<file path="src/rtl/special_reg_pkg.sv">
`default_nettype none
// +----------------------------------------------------------------------+
// | special_reg_pkg                                                      |
// | Address codes, select encoding and trap kinds for the special regs.  |
// | Revision: 1.0                                                        |
// +----------------------------------------------------------------------+
package special_reg_pkg;

  localparam logic [4:0] ADDR_SHA = 5'b10011;
  localparam logic [4:0] ADDR_SHB = 5'b10010;
  localparam logic [4:0] ADDR_PSW = 5'b10111;
  localparam logic [4:0] ADDR_CWP = 5'b10110;
  localparam logic [4:0] ADDR_TB  = 5'b10101;
  localparam logic [4:0] ADDR_SWP = 5'b10100;
  localparam logic [4:0] ADDR_PC  = 5'b10001;

  typedef enum logic [2:0] {
    SEL_NONE = 3'd0,
    SEL_SHA  = 3'd1,
    SEL_SHB  = 3'd2,
    SEL_PSW  = 3'd3,
    SEL_CWP  = 3'd4,
    SEL_TB   = 3'd5,
    SEL_SWP  = 3'd6,
    SEL_PC   = 3'd7
  } reg_sel_e;

  // Bit positions inside the one-hot select vector
  localparam int NUM_SREG = 7;
  localparam int IDX_SHA  = 0;
  localparam int IDX_SHB  = 1;
  localparam int IDX_PSW  = 2;
  localparam int IDX_CWP  = 3;
  localparam int IDX_TB   = 4;
  localparam int IDX_SWP  = 5;
  localparam int IDX_PC   = 6;

  localparam logic TRAP_OFLOW = 1'b0;
  localparam logic TRAP_UFLOW = 1'b1;

endpackage
`default_nettype wire

</file>
<file path="src/rtl/special_reg_bank_if.sv">
`default_nettype none
// +----------------------------------------------------------------------+
// | special_reg_bank_if                                                  |
// | Write (destination) and read (source) bus of the special-reg bank.   |
// | Revision: 1.0                                                        |
// +----------------------------------------------------------------------+
interface special_reg_bank_if #(
  parameter int DATA_W = 32
) ();
  logic [4:0]        dst_addr;
  logic              dst_valid;
  logic [DATA_W-1:0] wr_data;
  logic [4:0]        src_addr;
  logic              src_valid;
  logic [DATA_W-1:0] rd_data;
  logic              rd_valid;
  logic              rd_hit;

  modport master (
    output dst_addr, dst_valid, wr_data, src_addr, src_valid,
    input  rd_data, rd_valid, rd_hit
  );

  modport slave (
    input  dst_addr, dst_valid, wr_data, src_addr, src_valid,
    output rd_data, rd_valid, rd_hit
  );
endinterface
`default_nettype wire

</file>
<file path="src/rtl/sreg_addr_decode.sv">
`default_nettype none
// +----------------------------------------------------------------------+
// | sreg_addr_decode                                                     |
// | Combinational 5-bit register code to one-hot select plus mapped flag.|
// | Revision: 1.0                                                        |
// +----------------------------------------------------------------------+
module sreg_addr_decode
  import special_reg_pkg::*;
(
  input  wire logic [4:0]          addr,
  output logic      [NUM_SREG-1:0] sel_oh,
  output logic                     mapped
);

  reg_sel_e w_sel;

  always_comb begin
    w_sel = SEL_NONE;
    case (addr)
      ADDR_SHA: w_sel = SEL_SHA;
      ADDR_SHB: w_sel = SEL_SHB;
      ADDR_PSW: w_sel = SEL_PSW;
      ADDR_CWP: w_sel = SEL_CWP;
      ADDR_TB:  w_sel = SEL_TB;
      ADDR_SWP: w_sel = SEL_SWP;
      ADDR_PC:  w_sel = SEL_PC;
      default:  w_sel = SEL_NONE;
    endcase
  end

  always_comb begin
    sel_oh = '0;
    case (w_sel)
      SEL_SHA: sel_oh[IDX_SHA] = 1'b1;
      SEL_SHB: sel_oh[IDX_SHB] = 1'b1;
      SEL_PSW: sel_oh[IDX_PSW] = 1'b1;
      SEL_CWP: sel_oh[IDX_CWP] = 1'b1;
      SEL_TB:  sel_oh[IDX_TB]  = 1'b1;
      SEL_SWP: sel_oh[IDX_SWP] = 1'b1;
      SEL_PC:  sel_oh[IDX_PC]  = 1'b1;
      default: sel_oh = '0;
    endcase
    mapped = (w_sel != SEL_NONE);
  end

endmodule
`default_nettype wire

</file>
<file path="src/rtl/special_reg_bank.sv">
`default_nettype none
// +----------------------------------------------------------------------+
// | special_reg_bank                                                     |
// | Seven special registers with registered reads and window pointer.    |
// | Revision: 1.0                                                        |
// +----------------------------------------------------------------------+
module special_reg_bank
  import special_reg_pkg::*;
#(
  parameter int DATA_W = 32,
  parameter int WIN_W  = 3
) (
  input  wire logic              clk,
  input  wire logic              rst_n,
  special_reg_bank_if.slave      bus,
  input  wire logic              call,
  input  wire logic              ret,
  output logic                   win_trap,
  output logic                   trap_uflow,
  input  wire logic              pc_inc,
  output logic      [DATA_W-1:0] pc_out,
  output logic      [DATA_W-1:0] psw_out,
  output logic      [WIN_W-1:0]  cwp_out
);

  localparam logic [DATA_W-1:0] c_pc_step = DATA_W'(4);

  logic [NUM_SREG-1:0] w_dst_oh, w_src_oh, w_we;
  logic                w_dst_mapped, w_src_mapped;

  sreg_addr_decode u_dst_dec (.addr(bus.dst_addr), .sel_oh(w_dst_oh), .mapped(w_dst_mapped));
  sreg_addr_decode u_src_dec (.addr(bus.src_addr), .sel_oh(w_src_oh), .mapped(w_src_mapped));

  logic [DATA_W-1:0] r_sha, r_shb, r_psw, r_tb, r_pc, r_rd_data;
  logic [WIN_W-1:0]  r_cwp, r_swp;
  logic              r_rd_valid, r_rd_hit, r_win_trap, r_trap_uflow;

  logic [WIN_W-1:0]  w_cwp_dec, w_cwp_inc;
  logic              w_do_call, w_do_ret, w_oflow, w_uflow;
  logic [DATA_W-1:0] w_wr_win, w_rd_mux, w_rd_next;
  logic              w_fwd;

  assign w_we      = w_dst_oh & {NUM_SREG{bus.dst_valid & w_dst_mapped}};
  assign w_do_call = call & ~ret;
  assign w_do_ret  = ret & ~call;
  assign w_cwp_dec = r_cwp - WIN_W'(1);
  assign w_cwp_inc = r_cwp + WIN_W'(1);
  // An explicit CWP write overrides the window move, so it also suppresses the trap
  assign w_oflow   = ~w_we[IDX_CWP] & w_do_call & (w_cwp_dec == r_swp);
  assign w_uflow   = ~w_we[IDX_CWP] & w_do_ret  & (w_cwp_inc == r_swp);
  assign w_wr_win  = {{(DATA_W-WIN_W){1'b0}}, bus.wr_data[WIN_W-1:0]};

  always_comb begin
    w_rd_mux = ({DATA_W{w_src_oh[IDX_SHA]}} & r_sha)
             | ({DATA_W{w_src_oh[IDX_SHB]}} & r_shb)
             | ({DATA_W{w_src_oh[IDX_PSW]}} & r_psw)
             | ({DATA_W{w_src_oh[IDX_CWP]}} & {{(DATA_W-WIN_W){1'b0}}, r_cwp})
             | ({DATA_W{w_src_oh[IDX_TB]}}  & r_tb)
             | ({DATA_W{w_src_oh[IDX_SWP]}} & {{(DATA_W-WIN_W){1'b0}}, r_swp})
             | ({DATA_W{w_src_oh[IDX_PC]}}  & r_pc);
    // Same one-hot on both sides means read and write target one register
    w_fwd = w_src_mapped && (w_src_oh == w_we);
    if (w_fwd)
      w_rd_next = (w_src_oh[IDX_CWP] | w_src_oh[IDX_SWP]) ? w_wr_win : bus.wr_data;
    else
      w_rd_next = w_rd_mux;
  end

  always_ff @(posedge clk or negedge rst_n) begin
    if (!rst_n) begin
      r_sha        <= '0;
      r_shb        <= '0;
      r_psw        <= '0;
      r_tb         <= '0;
      r_pc         <= '0;
      r_cwp        <= '0;
      r_swp        <= '0;
      r_rd_data    <= '0;
      r_rd_valid   <= 1'b0;
      r_rd_hit     <= 1'b0;
      r_win_trap   <= 1'b0;
      r_trap_uflow <= 1'b0;
    end else begin
      if (w_we[IDX_SHA]) r_sha <= bus.wr_data;
      if (w_we[IDX_SHB]) r_shb <= bus.wr_data;
      if (w_we[IDX_PSW]) r_psw <= bus.wr_data;
      if (w_we[IDX_TB])  r_tb  <= bus.wr_data;
      if (w_we[IDX_SWP]) r_swp <= bus.wr_data[WIN_W-1:0];

      if (w_we[IDX_PC])  r_pc <= bus.wr_data;
      else if (pc_inc)   r_pc <= r_pc + c_pc_step;

      if (w_we[IDX_CWP]) r_cwp <= bus.wr_data[WIN_W-1:0];
      else if (w_do_call) r_cwp <= w_cwp_dec;
      else if (w_do_ret)  r_cwp <= w_cwp_inc;

      r_win_trap   <= w_oflow | w_uflow;
      r_trap_uflow <= w_uflow ? TRAP_UFLOW : TRAP_OFLOW;

      r_rd_valid <= bus.src_valid;
      r_rd_hit   <= bus.src_valid & w_src_mapped;
      if (bus.src_valid) r_rd_data <= w_rd_next;
    end
  end

  assign bus.rd_data  = r_rd_data;
  assign bus.rd_valid = r_rd_valid;
  assign bus.rd_hit   = r_rd_hit;
  assign win_trap     = r_win_trap;
  assign trap_uflow   = r_trap_uflow;
  assign pc_out       = r_pc;
  assign psw_out      = r_psw;
  assign cwp_out      = r_cwp;

endmodule
`default_nettype wire

</file>
<file path="src/flat_wrapper.sv">
// flat-port wrapper written by rule: the top's interface ports become plain ports
module special_reg_bank_flat import special_reg_pkg::*;
#(
  parameter int DATA_W = 32,
  parameter int WIN_W  = 3
)
  (clk, rst_n, call, ret, win_trap, trap_uflow, pc_inc, pc_out, psw_out, cwp_out, bus_dst_addr, bus_dst_valid, bus_wr_data, bus_src_addr, bus_src_valid, bus_rd_data, bus_rd_valid, bus_rd_hit);
  special_reg_bank_if #(.DATA_W(DATA_W)) bus_i ();
  input  wire logic clk;
  input  wire logic rst_n;
  input  wire logic call;
  input  wire logic ret;
  output logic win_trap;
  output logic trap_uflow;
  input  wire logic pc_inc;
  output logic      [DATA_W-1:0] pc_out;
  output logic      [DATA_W-1:0] psw_out;
  output logic      [WIN_W-1:0] cwp_out;
  input wire logic [$bits(bus_i.dst_addr)-1:0] bus_dst_addr;
  input wire logic [$bits(bus_i.dst_valid)-1:0] bus_dst_valid;
  input wire logic [$bits(bus_i.wr_data)-1:0] bus_wr_data;
  input wire logic [$bits(bus_i.src_addr)-1:0] bus_src_addr;
  input wire logic [$bits(bus_i.src_valid)-1:0] bus_src_valid;
  output wire logic [$bits(bus_i.rd_data)-1:0] bus_rd_data;
  output wire logic [$bits(bus_i.rd_valid)-1:0] bus_rd_valid;
  output wire logic [$bits(bus_i.rd_hit)-1:0] bus_rd_hit;
  assign bus_i.dst_addr = bus_dst_addr;
  assign bus_i.dst_valid = bus_dst_valid;
  assign bus_i.wr_data = bus_wr_data;
  assign bus_i.src_addr = bus_src_addr;
  assign bus_i.src_valid = bus_src_valid;
  assign bus_rd_data = bus_i.rd_data;
  assign bus_rd_valid = bus_i.rd_valid;
  assign bus_rd_hit = bus_i.rd_hit;
  special_reg_bank #(.DATA_W(DATA_W), .WIN_W(WIN_W)) u_core (.clk(clk), .rst_n(rst_n), .bus(bus_i), .call(call), .ret(ret), .win_trap(win_trap), .trap_uflow(trap_uflow), .pc_inc(pc_inc), .pc_out(pc_out), .psw_out(psw_out), .cwp_out(cwp_out));
endmodule
</file>
<file path="config.mk">
export PLATFORM = sky130hd
export DESIGN_NAME = special_reg_bank_flat
export DESIGN_NICKNAME = d
export VERILOG_FILES = /design/src/rtl/special_reg_pkg.sv /design/src/rtl/special_reg_bank_if.sv /design/src/rtl/sreg_addr_decode.sv /design/src/rtl/special_reg_bank.sv /design/src/flat_wrapper.sv
export SDC_FILE = /design/constraint.sdc
export NUM_CORES = 1
export LEC_CHECK = 0
export BUFFER_PORTS_ARGS = -buffer_cell sky130_fd_sc_hd__buf_4
export CAP_MARGIN = 20
export CELL_PAD_IN_SITES_DETAIL_PLACEMENT = 2
export CELL_PAD_IN_SITES_GLOBAL_PLACEMENT = 2
export CORE_ASPECT_RATIO = 1.2
export CORE_UTILIZATION = 30
export CTS_CLUSTER_DIAMETER = 50
export CTS_CLUSTER_SIZE = 20
export DETAILED_ROUTE_END_ITERATION = 10
export PLACE_DENSITY = 0.79
export SLEW_MARGIN = 20
export SYNTH_ARGS = -nofsm -noshare
export SYNTH_HDL_FRONTEND = slang
export SYNTH_SLANG_ARGS = --single-unit
</file>
<file path="constraint.sdc">
create_clock -name clk -period 4.71 [get_ports clk]
set_clock_uncertainty 0.1 [all_clocks]
set_input_delay 0.2355 -clock clk [delete_from_list [all_inputs] [get_ports clk]]
set_output_delay 0.2355 -clock clk [all_outputs]
set_load 0.005 [all_outputs]
</file>
Word-level counts from Yosys, hierarchy flattened
Index checks and enable logic that the tools add are counted.
W data, S select, Z words.
{"block": "word_totals", "register_bits": 202, "input_bits": 49, "output_inout_bits": 103, "wordCells": 102}
{"block": "op_classes", "addsub": 3, "n_eq_ne": 31, "mux": 24, "bitwise_logic": 27, "reduce_logical": 5}
{"cell": "$or A32 B32 Y32", "count": 6}
{"cell": "$and A32 B32 Y32", "count": 5}
{"cell": "$mux W32", "count": 4}
{"cell": "$eq A5 B5 Y1 const B", "count": 14}
{"cell": "$and A32 B3 Y32", "count": 2}
{"cell": "$pmux W3 S7", "count": 2}
{"cell": "$add A32 B3 Y32 const B", "count": 1}
{"cell": "$eq A3 B3 Y1 const B", "count": 8}
{"cell": "$mux W1", "count": 15}
{"cell": "$eq A3 B2 Y1 const B", "count": 4}
{"cell": "$mux W3", "count": 3}
{"cell": "$reduce_bool A3 Y1", "count": 3}
{"cell": "$and A1 B1 Y1", "count": 8}
{"cell": "$and A7 B7 Y7", "count": 1}
{"cell": "$eq A7 B7 Y1", "count": 1}
{"cell": "$eq A3 B1 Y1 const B", "count": 2}
{"cell": "$eq A3 B3 Y1", "count": 2}
{"cell": "$add A3 B1 Y3 const B", "count": 1}
{"cell": "$not A1 Y1", "count": 3}
{"cell": "$sub A3 B1 Y3 const B", "count": 1}
{"cell": "$or A1 B1 Y1", "count": 2}
{"cell": "$reduce_bool A2 Y1", "count": 1}
{"cell": "$logic_and A1 B1 Y1", "count": 1}

Longest topological paths before layout
{"block": "logic_depth", "ltp_word": 12, "mapped_depth": 10, "mapped_depth_nobuf": 7}

Modules after synthesis
A second synthesis with hierarchy kept.
{"block": "hier_totals", "cells_unflattened": 842, "area_unflattened_um2": 9510.4}
{"mod": "special_reg_bank", "instances": 1, "cells_each": 814, "area_per_inst_um2": 9365.2, "seq_area_each_um2": 5054.8}
{"mod": "sreg_addr_decode", "instances": 2, "cells_each": 14, "area_per_inst_um2": 72.6, "seq_area_each_um2": 0.0}

Least setup slack after synthesis
Ideal clock, no wire load.
{"block": "synth_timing", "path_kind": "in2reg", "from": "input port bus_dst_addr[1]", "to": "register u_core.r_rd_data[11] (netlist: u_core.bus.rd_data[11])", "setup_ns": 0.082, "arrival_ns": 2.189, "t_required_ns": 4.528, "path_slack_ns": 2.339, "stages": 9, "n_path_buf": 3, "path_cell_list": "or3b_1 > or3_1 > buf_2 > mux2i_1 > a211oi_2 > nand4_1 > buf_2 > buf_4 > o22ai_1"}
{"block": "synth_via", "elab_chain_cells": 8, "word_cells_on_any_way": 28, "classes_between": "15 x eq/ne; 9 x mux; 2 x bitwise; 2 x reduce/logical"}
{"element": "start: declaration", "line": "flat_wrapper.sv:19", "source": "input wire logic [$bits(bus_i.dst_addr)-1:0] bus_dst_addr;"}
{"element": "$eq A5 B5 Y1", "line": "sreg_addr_decode.sv:19", "source": "case (addr)"}
{"element": "$pmux W3 S7 (*)", "line": "sreg_addr_decode.sv:19"}
{"element": "$eq A3 B1 Y1, or another cell as far along", "line": "sreg_addr_decode.sv:33", "source": "case (w_sel)"}
{"element": "$mux W1 / $and A1 B1 Y1 (equally long branches)", "line": "sreg_addr_decode.sv:33, special_reg_bank.sv:43"}
{"element": "$and A7 B7 Y7 (*)", "line": "special_reg_bank.sv:43", "source": "assign w_we = w_dst_oh & {NUM_SREG{bus.dst_valid & w_dst_mapped}};"}
{"element": "$eq A7 B7 Y1 (*)", "line": "special_reg_bank.sv:62", "source": "w_fwd = w_src_mapped && (w_src_oh == w_we);"}
{"element": "$logic_and A1 B1 Y1 (*)", "line": "special_reg_bank.sv:62"}
{"element": "$mux W32 (*)", "line": "special_reg_bank.sv:63", "source": "if (w_fwd)"}
{"element": "end signal: assignment", "line": "special_reg_bank.sv:102", "source": "if (bus.src_valid) r_rd_data <= w_rd_next;"}
{"element": "end: declaration", "line": "special_reg_bank.sv:34", "source": "logic [DATA_W-1:0] r_sha, r_shb, r_psw, r_tb, r_pc, r_rd_data;"}
Every way passes the cells marked *; elsewhere a longest branch is shown, timed or not.
A chain may end at the register's enable or synchronous reset.

Final worst setup path
{"block": "layout_timing", "from": "input port bus_dst_addr[1]", "to": "register u_core.r_rd_data[30] (netlist: u_core.bus.rd_data[30])"}
The elaborated chain is that of the path after synthesis.

==> flow_summary_export.csv <==
group,metric,value,unit
final_layout,layout_common_cells,"202 x dfrtp_1, 163 x buf_4, 102 x o21ai_0",
power,power_per_cell_area,461.5,nW/um^2
placed_design,dpl.hpwl,20.38,mm
final_layout,drive_gt1_frac,0.2732,
synth,syn_nets,943,
detailed_routing,drc,0,
sta,maxSlewViolCount,0,
clock_tree,clockBufferDepth,3,
detailed_routing,wl_met3,1.340,mm
detailed_routing,firstDrtPassIters,9,
power,vdd_drop_max,278.8,uV
synth,ys.flop_type,"dfrtp_1",
detailed_routing,wl_met2,16.84,mm
synth,postSynthAreaPerCell,10.43,sq um
detailed_routing,num_vias,7936,
clock_tree,clock_latency,530,ps
detailed_routing,wl,32.18,mm
detailed_routing,wl_met1,13.27,mm
detailed_routing,first_iter_violations,432,
sta,fin_crit_sh,0.5895,
sta,tns,0,ps
clock_tree,cts_tree,"done",
final_layout,final_common_cell,"dfrtp_1",
detailed_routing,drtAntennaViolNets,0,
floorplan,ioPinCount,152,
power,finalPower,5568,uW
final_layout,nNetsFinal,1109,
sta,fmaxAchievable,360.1,MHz
clock_tree,cts_buffers,27,
placed_design,port-buffer-count,151,
clock_tree,h-tree-depth,1,
floorplan,core_area,30480,sq um
power,power.leakage,0.005444,uW
floorplan,die-width,162.5,um
synth,synth_cell_types,48,
setup_path,path_class,"in -> reg",
floorplan,rows,70,
synth,syn_area,9271,sq um
synth,synth-seq-cells,202,
setup_path,cp-start-kind,"primary input",
floorplan,initial_utilization,0.3042,
placed_design,finalWeightedCongestion,0.7818,
sta,rsz0062_at_grt,"false",
setup_path,cp.arrival,3070,ps
synth,synthCells,889,
synth,yosysSeqAreaShare,0.5452,
run,cap_viol_max_count,0,
final_layout,diodes,0,
clock_tree,cts_root_buf,"clkbuf_16",
detailed_routing,top_layer,"met5",
sta,relSlewSlack,0.2843,
status,status,"finished clean",
global_routing,grt_start_max_net_pins,114,
sta,hold_violations,0,
sta,worst_pin_slew,1071,ps
final_layout,n_fill_cell,3238,
global_routing,grt_overflow,0,
sta,period_needed,2777,ps
sta,setup_viol,0,
hold_path,min_path_type,"in -> reg",
clock_tree,clk_pin_slew,60,ps
detailed_routing,routedWlPerCell,21.86,um
floorplan,die_area,31610,sq um
global_routing,grt_pass1_wl,50.66,mm
synth,ys_warn_count,0,
final_layout,area_growth,30.15,%
clock_tree,cts_sinks,202,
detailed_routing,viasPerCell,5.391,
synth,synth_edf_count,0,
global_routing,grt_pass1_vias,8813,
setup_path,critPathMaxFanout,64,
floorplan,die_h,194.6,um
setup_path,cp-end-kind,"flip-flop",
synth,synthArstFlopShare,1.000,
global_routing,grtUsageTotal,0.2064,
setup_path,worst-endpoint-required,5000,ps
global_routing,antenna_found_initial,1,
cells by family after synthesis:
kind of cell,after synthesis,share of synthesized area
AOI/OAI and AO/OA,243,0.1655
and+or+nand+nor,229,0.1159
DFF,202,0.5452
buffers and inverters,98,0.04184
muxes,73,0.08799
xor gates and xnor gates,39,0.03684
adders and majority gates,5,0.006748
worst max-delay path, stage by stage:
cell,delay [ps]
buf_4,120
or3b_1,420
or3_2,420
buf_4,340
mux2i_1,210
a211oi_2,470
and3_1,220
buf_4,420
o22ai_1,170
metal layers:
layer | vias up | global-route usage
li1 | 3551 | -
met1 | 4134 | 0.2492
met2 | 201 | 0.3767
met3 | 48 | 0.02710
met4 | 2 | 0.06045
met5 | - | 0
where the power goes:
group	switching, uW	internal (uW)	total [uW]
clock	824	1250	2070
sequential	365	2080	2450
combinational	474	578	1050
cells in the mapped netlist (2+ instances only):
cell type	instances	area, sq um
or2_2	2	12.51
nor2_1	46	172.7
a211oi_2	2	25.02
mux2_2	68	765.7
ha_1	5	62.56
xnor2_1	16	140.1
a21oi_1	34	170.2
nor3_1	8	40.04
a22oi_1	33	247.7
inv_1	36	135.1
nor2b_1	3	18.77
nor4b_1	2	17.52
nand3_1	40	200.2
dfrtp_1	202	5055
nand3b_1	4	30.03
a2bb2oi_1	2	17.52
and3b_1	2	17.52
clkbuf_1	47	176.4
a21o_1	2	15.01
o21ai_0	102	510.5
buf_2	7	35.03
nor3b_1	3	22.52
buf_1	5	18.77
nand4_1	7	43.79
nand2b_1	5	31.28
xor2_1	23	201.4
o22ai_1	29	181.4
a222oi_1	29	290.3
a31oi_1	4	25.02
and4_1	2	17.52
mux2i_1	5	50.05
and3_1	9	56.30
a22o_1	2	17.52
nand2_1	89	334.1
final timing paths:
kind / startpoint / slack (ps) / depth (start not counted) / to
min: bus_src_valid / 50 / 1 / u_core.bus.rd_valid
max reg2reg: u_core.pc_out[2] / 2110 / 6 / u_core.pc_out[27]
min reg2reg: u_core.r_shb[22] / 380 / 2 / u_core.r_shb[22]
max: bus_dst_addr[1] / 1930 / 9 / u_core.bus.rd_data[30]
min in group asynchronous: rst_n / 270 / 2 / u_core.psw_out[3]
max in group asynchronous: rst_n / 3000 / 3 / u_core.win_trap
cell type report:
| class | count | area, sq um | area share |
|---|---|---|---|
| well taps | 396 | 495.5 | 0.04106 |
| clock inverters | 18 | 196.4 | 0.01628 |
| multi-input cells | 589 | 3869 | 0.3206 |
| inverters | 37 | 138.9 | 0.01151 |
| flip-flops and latches | 202 | 5055 | 0.4189 |
| clock buffers | 32 | 734.5 | 0.06087 |
| repair buffers | 198 | 1578 | 0.1308 |
repair_timing:
| action | CTS | global route |
|---|---|---|
| gates resized for setup | 0 | 0 |
| buffers inserted | 0 | 0 |
| setup endpoints to repair | 0 | 0 |
| hold buffers | 34 | 0 |
| hold endpoints to repair | 294 | 0 |
state kept, by name (all words and copies together), names as in the netlist:
signal               count
u_core.win_trap          1
u_core.r_sha            32
u_core.pc_out           32
u_core.cwp_out           3
u_core.bus.rd_valid      1
u_core.r_tb             32
u_core.r_swp             3
u_core.bus.rd_data      32
u_core.bus.rd_hit        1
u_core.trap_uflow        1
u_core.r_shb            32
u_core.psw_out          32
stage by stage:
step	hold WS [ps]	worst slack [ps]	cells	utilization	cell area [sq um]
after floorplan	-160.1	2339	889	-	9271
after global placement	339.9	1464	1388	0.3542	10800
after detailed placement	344.7	1382	1388	0.3542	10800
after CTS	37.33	1922	1472	0.3959	12070
after global routing	61.35	1786	1472	0.3959	12070
final	45.24	1933	1472	0.3959	12070
Power figures use the tool's default switching activity.
